## src/rtl/sp_access_pkg.sv

```systemverilog
// Shared types and derived sizing for the scratchpad access controller.
// Sizing helpers let the top derive its widths from its own parameters.
package sp_access_pkg;

    typedef enum logic [2:0] {
        ST_IDLE,
        ST_WR,
        ST_ACC_RD,
        ST_ACC_WR,
        ST_DONE
    } state_e;

    function automatic int calc_max_dim(input int bus_w, input int data_w);
        return bus_w / data_w;
    endfunction

    function automatic int calc_n_elem(input int bus_w, input int data_w);
        return calc_max_dim(bus_w, data_w) * calc_max_dim(bus_w, data_w);
    endfunction

    function automatic int calc_addr_w(input int bus_w, input int data_w);
        return 2 * $clog2(calc_max_dim(bus_w, data_w));
    endfunction

    localparam int SP_NTARGETS = 4;
    localparam int DATA_WIDTH  = 32;
    localparam int BUS_WIDTH   = 64;
    localparam int MAX_DIM     = calc_max_dim(BUS_WIDTH, DATA_WIDTH);
    localparam int N_ELEM      = calc_n_elem(BUS_WIDTH, DATA_WIDTH);
    localparam int ADDR_W      = calc_addr_w(BUS_WIDTH, DATA_WIDTH);
    localparam int TGT_W       = $clog2(SP_NTARGETS);

endpackage

```

## src/rtl/sp_lane_adder.sv

```systemverilog
// Lane-wise adder: each DATA_WIDTH lane wraps on its own, no carry crosses lanes.
// Purely combinational.
module sp_lane_adder #(
    parameter int DATA_WIDTH = 32,
    parameter int BUS_WIDTH  = 64
) (
    input  logic [BUS_WIDTH-1:0] a_i,
    input  logic [BUS_WIDTH-1:0] b_i,
    output logic [BUS_WIDTH-1:0] sum_o
);

    localparam int N_LANES = BUS_WIDTH / DATA_WIDTH;

    for (genvar l = 0; l < N_LANES; l++) begin : g_lane
        assign sum_o[l*DATA_WIDTH +: DATA_WIDTH] =
            a_i[l*DATA_WIDTH +: DATA_WIDTH] + b_i[l*DATA_WIDTH +: DATA_WIDTH];
    end

endmodule

```

## src/rtl/sp_access_ctrl.sv

```systemverilog
// Sole master of the result scratchpad: sequences engine bursts (overwrite or
// read-modify-write accumulate) and slots host single reads into unused cycles.
module sp_access_ctrl
    import sp_access_pkg::*;
#(
    parameter int SP_NTARGETS  = 4,
    parameter int DATA_WIDTH   = 32,
    parameter int BUS_WIDTH    = 64,
    localparam int N_ELEM      = calc_n_elem(BUS_WIDTH, DATA_WIDTH),
    localparam int ADDR_W      = calc_addr_w(BUS_WIDTH, DATA_WIDTH),
    localparam int TGT_W       = $clog2(SP_NTARGETS)
) (
    input  logic                 clk_i,
    input  logic                 rst_i,

    input  logic                 eng_start_i,
    input  logic [TGT_W-1:0]     eng_target_i,
    input  logic                 eng_bias_i,
    input  logic                 eng_valid_i,
    input  logic [BUS_WIDTH-1:0] eng_data_i,
    output logic                 eng_ready_o,
    output logic                 eng_done_o,
    output logic                 busy_o,

    input  logic                 host_rd_req_i,
    input  logic [TGT_W-1:0]     host_rd_target_i,
    input  logic [ADDR_W-1:0]    host_rd_addr_i,
    output logic                 host_rd_gnt_o,
    output logic                 host_rd_valid_o,
    output logic [BUS_WIDTH-1:0] host_rd_data_o,

    output logic                 sp_we_o,
    output logic                 sp_mode_o,
    output logic [TGT_W-1:0]     sp_write_target_o,
    output logic [TGT_W-1:0]     sp_read_target_o,
    output logic [ADDR_W-1:0]    sp_address_o,
    output logic [BUS_WIDTH-1:0] sp_wdata_o,
    input  logic [BUS_WIDTH-1:0] sp_rdata_i
);

    state_e               state_q, state_d;
    logic [ADDR_W-1:0]    cnt_q, cnt_d;
    logic [TGT_W-1:0]     tgt_q, tgt_d;
    logic [BUS_WIDTH-1:0] old_q, old_d;
    logic                 host_vld_q;
    logic [BUS_WIDTH-1:0] host_dat_q;

    logic [BUS_WIDTH-1:0] acc_sum;
    logic                 eng_use;
    logic                 host_gnt;
    logic                 last_elem;

    assign last_elem = (cnt_q == ADDR_W'(N_ELEM - 1));

    sp_lane_adder #(
        .DATA_WIDTH (DATA_WIDTH),
        .BUS_WIDTH  (BUS_WIDTH)
    ) u_lane_adder (
        .a_i   (old_q),
        .b_i   (eng_data_i),
        .sum_o (acc_sum)
    );

    always_ff @(posedge clk_i or posedge rst_i) begin
        if (rst_i) begin
            state_q    <= ST_IDLE;
            cnt_q      <= '0;
            tgt_q      <= '0;
            old_q      <= '0;
            host_vld_q <= 1'b0;
            host_dat_q <= '0;
        end else begin
            state_q    <= state_d;
            cnt_q      <= cnt_d;
            tgt_q      <= tgt_d;
            old_q      <= old_d;
            host_vld_q <= host_gnt;
            if (host_gnt) begin
                host_dat_q <= sp_rdata_i;
            end
        end
    end

    always_comb begin
        state_d           = state_q;
        cnt_d             = cnt_q;
        tgt_d             = tgt_q;
        old_d             = old_q;
        eng_ready_o       = 1'b0;
        eng_done_o        = 1'b0;
        eng_use           = 1'b0;
        host_gnt          = 1'b0;
        sp_we_o           = 1'b0;
        sp_mode_o         = 1'b0;
        sp_write_target_o = '0;
        sp_read_target_o  = '0;
        sp_address_o      = '0;
        sp_wdata_o        = '0;

        case (state_q)
            ST_IDLE: begin
                if (eng_start_i) begin
                    tgt_d   = eng_target_i;
                    cnt_d   = '0;
                    state_d = eng_bias_i ? ST_ACC_RD : ST_WR;
                end
            end
            ST_WR: begin
                eng_ready_o = 1'b1;
                if (eng_valid_i) begin
                    eng_use           = 1'b1;
                    sp_we_o           = 1'b1;
                    sp_write_target_o = tgt_q;
                    sp_address_o      = cnt_q;
                    sp_wdata_o        = eng_data_i;
                    if (last_elem) begin
                        state_d = ST_DONE;
                    end else begin
                        cnt_d = cnt_q + 1'b1;
                    end
                end
            end
            ST_ACC_RD: begin
                eng_use          = 1'b1;
                sp_mode_o        = 1'b1;
                sp_read_target_o = tgt_q;
                sp_address_o     = cnt_q;
                old_d            = sp_rdata_i;
                state_d          = ST_ACC_WR;
            end
            ST_ACC_WR: begin
                eng_ready_o = 1'b1;
                if (eng_valid_i) begin
                    eng_use           = 1'b1;
                    sp_we_o           = 1'b1;
                    sp_write_target_o = tgt_q;
                    sp_address_o      = cnt_q;
                    sp_wdata_o        = acc_sum;
                    if (last_elem) begin
                        state_d = ST_DONE;
                    end else begin
                        cnt_d   = cnt_q + 1'b1;
                        state_d = ST_ACC_RD;
                    end
                end
            end
            ST_DONE: begin
                eng_done_o = 1'b1;
                state_d    = ST_IDLE;
            end
            default: begin
                state_d = ST_IDLE;
            end
        endcase

        // Host only gets cycles the engine leaves unused; reset masks the grant.
        host_gnt = host_rd_req_i && !eng_use && !rst_i;
        if (host_gnt) begin
            sp_mode_o        = 1'b1;
            sp_read_target_o = host_rd_target_i;
            sp_address_o     = host_rd_addr_i;
        end
    end

    assign busy_o          = (state_q != ST_IDLE);
    assign host_rd_gnt_o   = host_gnt;
    assign host_rd_valid_o = host_vld_q;
    assign host_rd_data_o  = host_dat_q;

endmodule

```

## config.mk

```make
export PLATFORM = sky130hd
export DESIGN_NAME = sp_access_ctrl
export DESIGN_NICKNAME = d
export VERILOG_FILES = /design/src/rtl/sp_access_pkg.sv /design/src/rtl/sp_lane_adder.sv /design/src/rtl/sp_access_ctrl.sv
export SDC_FILE = /design/constraint.sdc
export NUM_CORES = 1
export LEC_CHECK = 0
export BUFFER_PORTS_ARGS = -buffer_cell sky130_fd_sc_hd__buf_2
export CAP_MARGIN = 10
export CORE_MARGIN = 3
export CORE_UTILIZATION = 30
export DETAILED_ROUTE_END_ITERATION = 10
export GPL_TIMING_DRIVEN = 1
export PLACE_DENSITY = 0.57
export SYNTH_ARGS = -nofsm -noshare
export SYNTH_HDL_FRONTEND = slang
export SYNTH_SLANG_ARGS = --single-unit
```

## constraint.sdc

```tcl
create_clock -name clk_i -period 10.96 [get_ports clk_i]
set_input_delay 0.548 -clock clk_i [delete_from_list [all_inputs] [get_ports clk_i]]
set_output_delay 0.548 -clock clk_i [all_outputs]
set_load 0.05 [all_outputs]
```

==> summary.txt <==
Outcome
  – Outcome: completed

Yosys
  – Register area share after synthesis: 36.9%
  – #FFs+latches synth: about 140
  – Gate count of the mapped netlist: slightly above 900
  – Warning count from the yosys run: 0
  – Main flop type after synthesis: dfrtp_1
  – Fraction of synthesis flops using an asynchronous set or reset pin: between 90% and 100%
  – Summed instance area of the synthesized netlist: 0.00923 mm²
  – Mean Syn Cell Area: 10.1 µm²
  – Distinct cells, synth: 56
  – EDFF count, synth: 0
  – Mapped Nets: 1123

Clock network
  – Number of buffers added for setup after CTS: 0
  – Clock buffer depth: 2
  – Number of buffers inserted by hold repair at cts: 0
  – Master cell of the clock root buffer: clkbuf_16
  – Post_cts resized: 0
  – Sinks on Clock Net: 136
  – CTS tree: done
  – Clk Latency, worst-skew pair: 440 ps
  – Register clock-pin slew on the reported worst setup and hold paths: approximately 60 ps
  – Max H-tree Level: 4
  – Number of buffers added by the clock tree synthesis step: 17

Routing
  – Via Count: 8106
  – Routed wire per std cell: 17.5 µm
  – Per-cell via count in the routed design: slightly above 5
  – Overall routed net length: 27800 µm
  – Detail Route Antenna Nets: 0
  – Number of iterations in the first detailed-routing pass: 4
  – Number of design-rule violations left by the first detailed-router iteration: 332
  – DRC violation count after routing: 0

Timing
  – Final critical-path required period: 4700 ps
  – Endpoints failing hold: 0
  – Upper clock frequency limit: ~0.21 GHz
  – Setup TNS after final layout: 0 ps
  – Actual transition at the worst max-transition pin: 994 ps
  – Portion of the clock cycle consumed by the worst path in the final layout: 42.9%
  – Number of failing setup endpoints in the final timing report: 0
  – Unrepaired setup endpoints after global routing: no
  – Worst slew margin relative to its limit: about a third
  – Final worst clock skew: 12.6 ps
  – Number of slew-limit violations in the final report: 0

Worst setup path
  – Arrival time worst endpoint: 4150 ps
  – Max stage delay cell, worst path: a211oi_1
  – Largest fanout on the critical path: 4
  – Critical path depth: 13
  – Reg2reg setup slack: 7750 ps
  – Path depth of the worst reg2reg path: 4
  – Worst path max stage delay: 550 ps
  – Critical path cell sequence: ha_1 > fa_1 > a211oi_1 > o21a_1 > o21ai_0 > o211ai_1 > a21oi_1 > a41oi_1 > a31oi_1 > xor2_1 > mux2i_1 > nor2_1 > buf_2
  – Critical path required time: 10410 ps
  – Startpoint of the most critical register-to-register path: state_q[1]$_DFFE_PP0P_
  – Delay-heaviest family, CP: compound AO/OA/AOI/OAI gates
  – R2r endpoint: old_q[61]$_DFFE_PP0P_
  – Element type at the critical path end: output pin
  – Type of element launching the critical path: flip-flop
  – Bufs and invs on worst path: 1
  – Critical Setup Path Class: reg -> out

Die
  – Initial Utilization: a little under a third
  – Row count: 63
  – Area enclosed by the die boundary: 0.0329 mm²
  – Count of pins on the block boundary: 281
  – Die Span Y: between 150 and 200 µm
  – Placeable Area: 0.0300 mm²
  – Chip width: 181 µm

Finish
  – Area used by sequential logic in the layout: 0.00341 mm²
  – Layout overhead on the synthesized area: 26.8%
  – Layout cell share with drive strength beyond 1: 38.9%
  – Total area of multi-input combinational cells: 0.00562 mm²
  – Leading cell type in the layout, fill and taps excluded: buf_2
  – Diodes inserted: 0
  – Net count reported at finish: 1390
  – Number of inserted filler cells in the final layout: 3048
  – Commonest cells after routing, fill and taps aside: buf_2 (280), dfrtp_1 (135), mux2_2 (130)

GRT
  – Vias in the first global route: 8199
  – Leftover overflow at the end of global routing: 0
  – Wire length of the first global-routing pass: around 44000 µm
  – Global-route total usage across every layer: between 10% and 20%
  – Maximum number of pins on one net before global-route repair: 79
  – Antenna violations before repair: 1

Place
  – Count of port buffers added during placement: 280
  – Global placement routability congestion: a little over 0.8
  – HPWL after detailed placement: 21100 µm

Hold path
  – Hold crit path type: in -> async

Job
  – Reported max-cap violation count: 0
## sequential cells by signal (all words and copies together) (netlist names)
name / flops
tgt_q: 2
cnt_q: 2
host_rd_data_o: 64
old_q: 64
state_q: 3
host_rd_valid_o: 1
## cell usage after synthesis (all sizes together) (6+ instances only)
| cell type | instances | area [µm²] |
|---|---|---|
| nand4 | 10 | 62.6 |
| nand2b | 6 | 37.5 |
| o21ai | 31 | 155 |
| xor2 | 16 | 140 |
| a31oi | 13 | 81.3 |
| clkbuf | 27 | 101 |
| a21o | 39 | 293 |
| and3 | 14 | 87.6 |
| dfrtp | 136 | 3400 |
| inv | 18 | 67.6 |
| nand3 | 13 | 65.1 |
| o21bai | 7 | 63.8 |
| nor3 | 14 | 80.1 |
| o22ai | 6 | 37.5 |
| ha | 63 | 788 |
| mux2i | 33 | 330 |
| o211ai | 12 | 95.1 |
| buf | 12 | 52.6 |
| nor2b | 14 | 87.6 |
| xnor2 | 30 | 263 |
| nor2 | 83 | 314 |
| o21a | 10 | 75.1 |
| mux2 | 130 | 1460 |
| a211oi | 11 | 82.6 |
| or3 | 8 | 50.1 |
| a21oi | 67 | 335 |
| nand2 | 47 | 176 |
## layout make-up
cell class                      count  area share [%]
Multi-Input combinational cell    725            48.0
Sequential cell                   136            29.1
Timing Repair Buffer              287            12.4
Tap cell                          390            4.17
Clock buffer                       20            3.99
Clock inverter                     12            1.68
Inverter                           18           0.620
## cell families after synthesis
logic type | count (synthesis) | share of synthesized area, %
DFF | 136 | 36.9
adders and majority gates | 65 | 8.97
muxes | 163 | 19.4
xor gates and xnor gates | 46 | 4.36
and+or+nand+nor | 231 | 12.3
buffers and inverters | 57 | 2.40
AOI/OAI and AO/OA | 220 | 15.7
## layer usage
metal	routed length [µm]	part of all wire (%)	GRT usage, %
met5	13	0.047	0
met4	335	1.2	4.30
met3	1570	5.7	4.59
met2	13100	47	27.9
met1	12700	46	21.9
## metrics by stage
stage	worst slack, ps	hold WS [ps]	cells	util, %	instance area, µm²
2_1_floorplan	6770	476	918	-	9230
3_3_place_gp	6520	485	1556	36.9	11000
3_5_place_dp	6480	490	1556	36.9	11000
4_1_cts	6240	246	1588	39.1	11700
5_1_grt	5950	269	1588	39.1	11700
6_report	6260	215	1588	39.1	11700
## how the worst max path moves through the flow
| stage | slack [ps] | start | endpoint |
|---|---|---|---|
| final | 6260 | old_q[32]$_DFFE_PP0P_ | sp_wdata_o[62] |
| after global routing | 5950 | old_q[32]$_DFFE_PP0P_ | sp_wdata_o[62] |
| after CTS | 6240 | old_q[32]$_DFFE_PP0P_ | sp_wdata_o[62] |
| after detailed placement | 6480 | eng_data_i[32] | sp_wdata_o[62] |
| after global placement | 6520 | eng_data_i[32] | sp_wdata_o[62] |
| after floorplan | 6770 | rst_i | cnt_q[0]$_DFFE_PP0P_ |
Power is left out: the tool's default activity adds up to more than one toggle a clock period on the data nets, which glitch-free logic cannot reach.
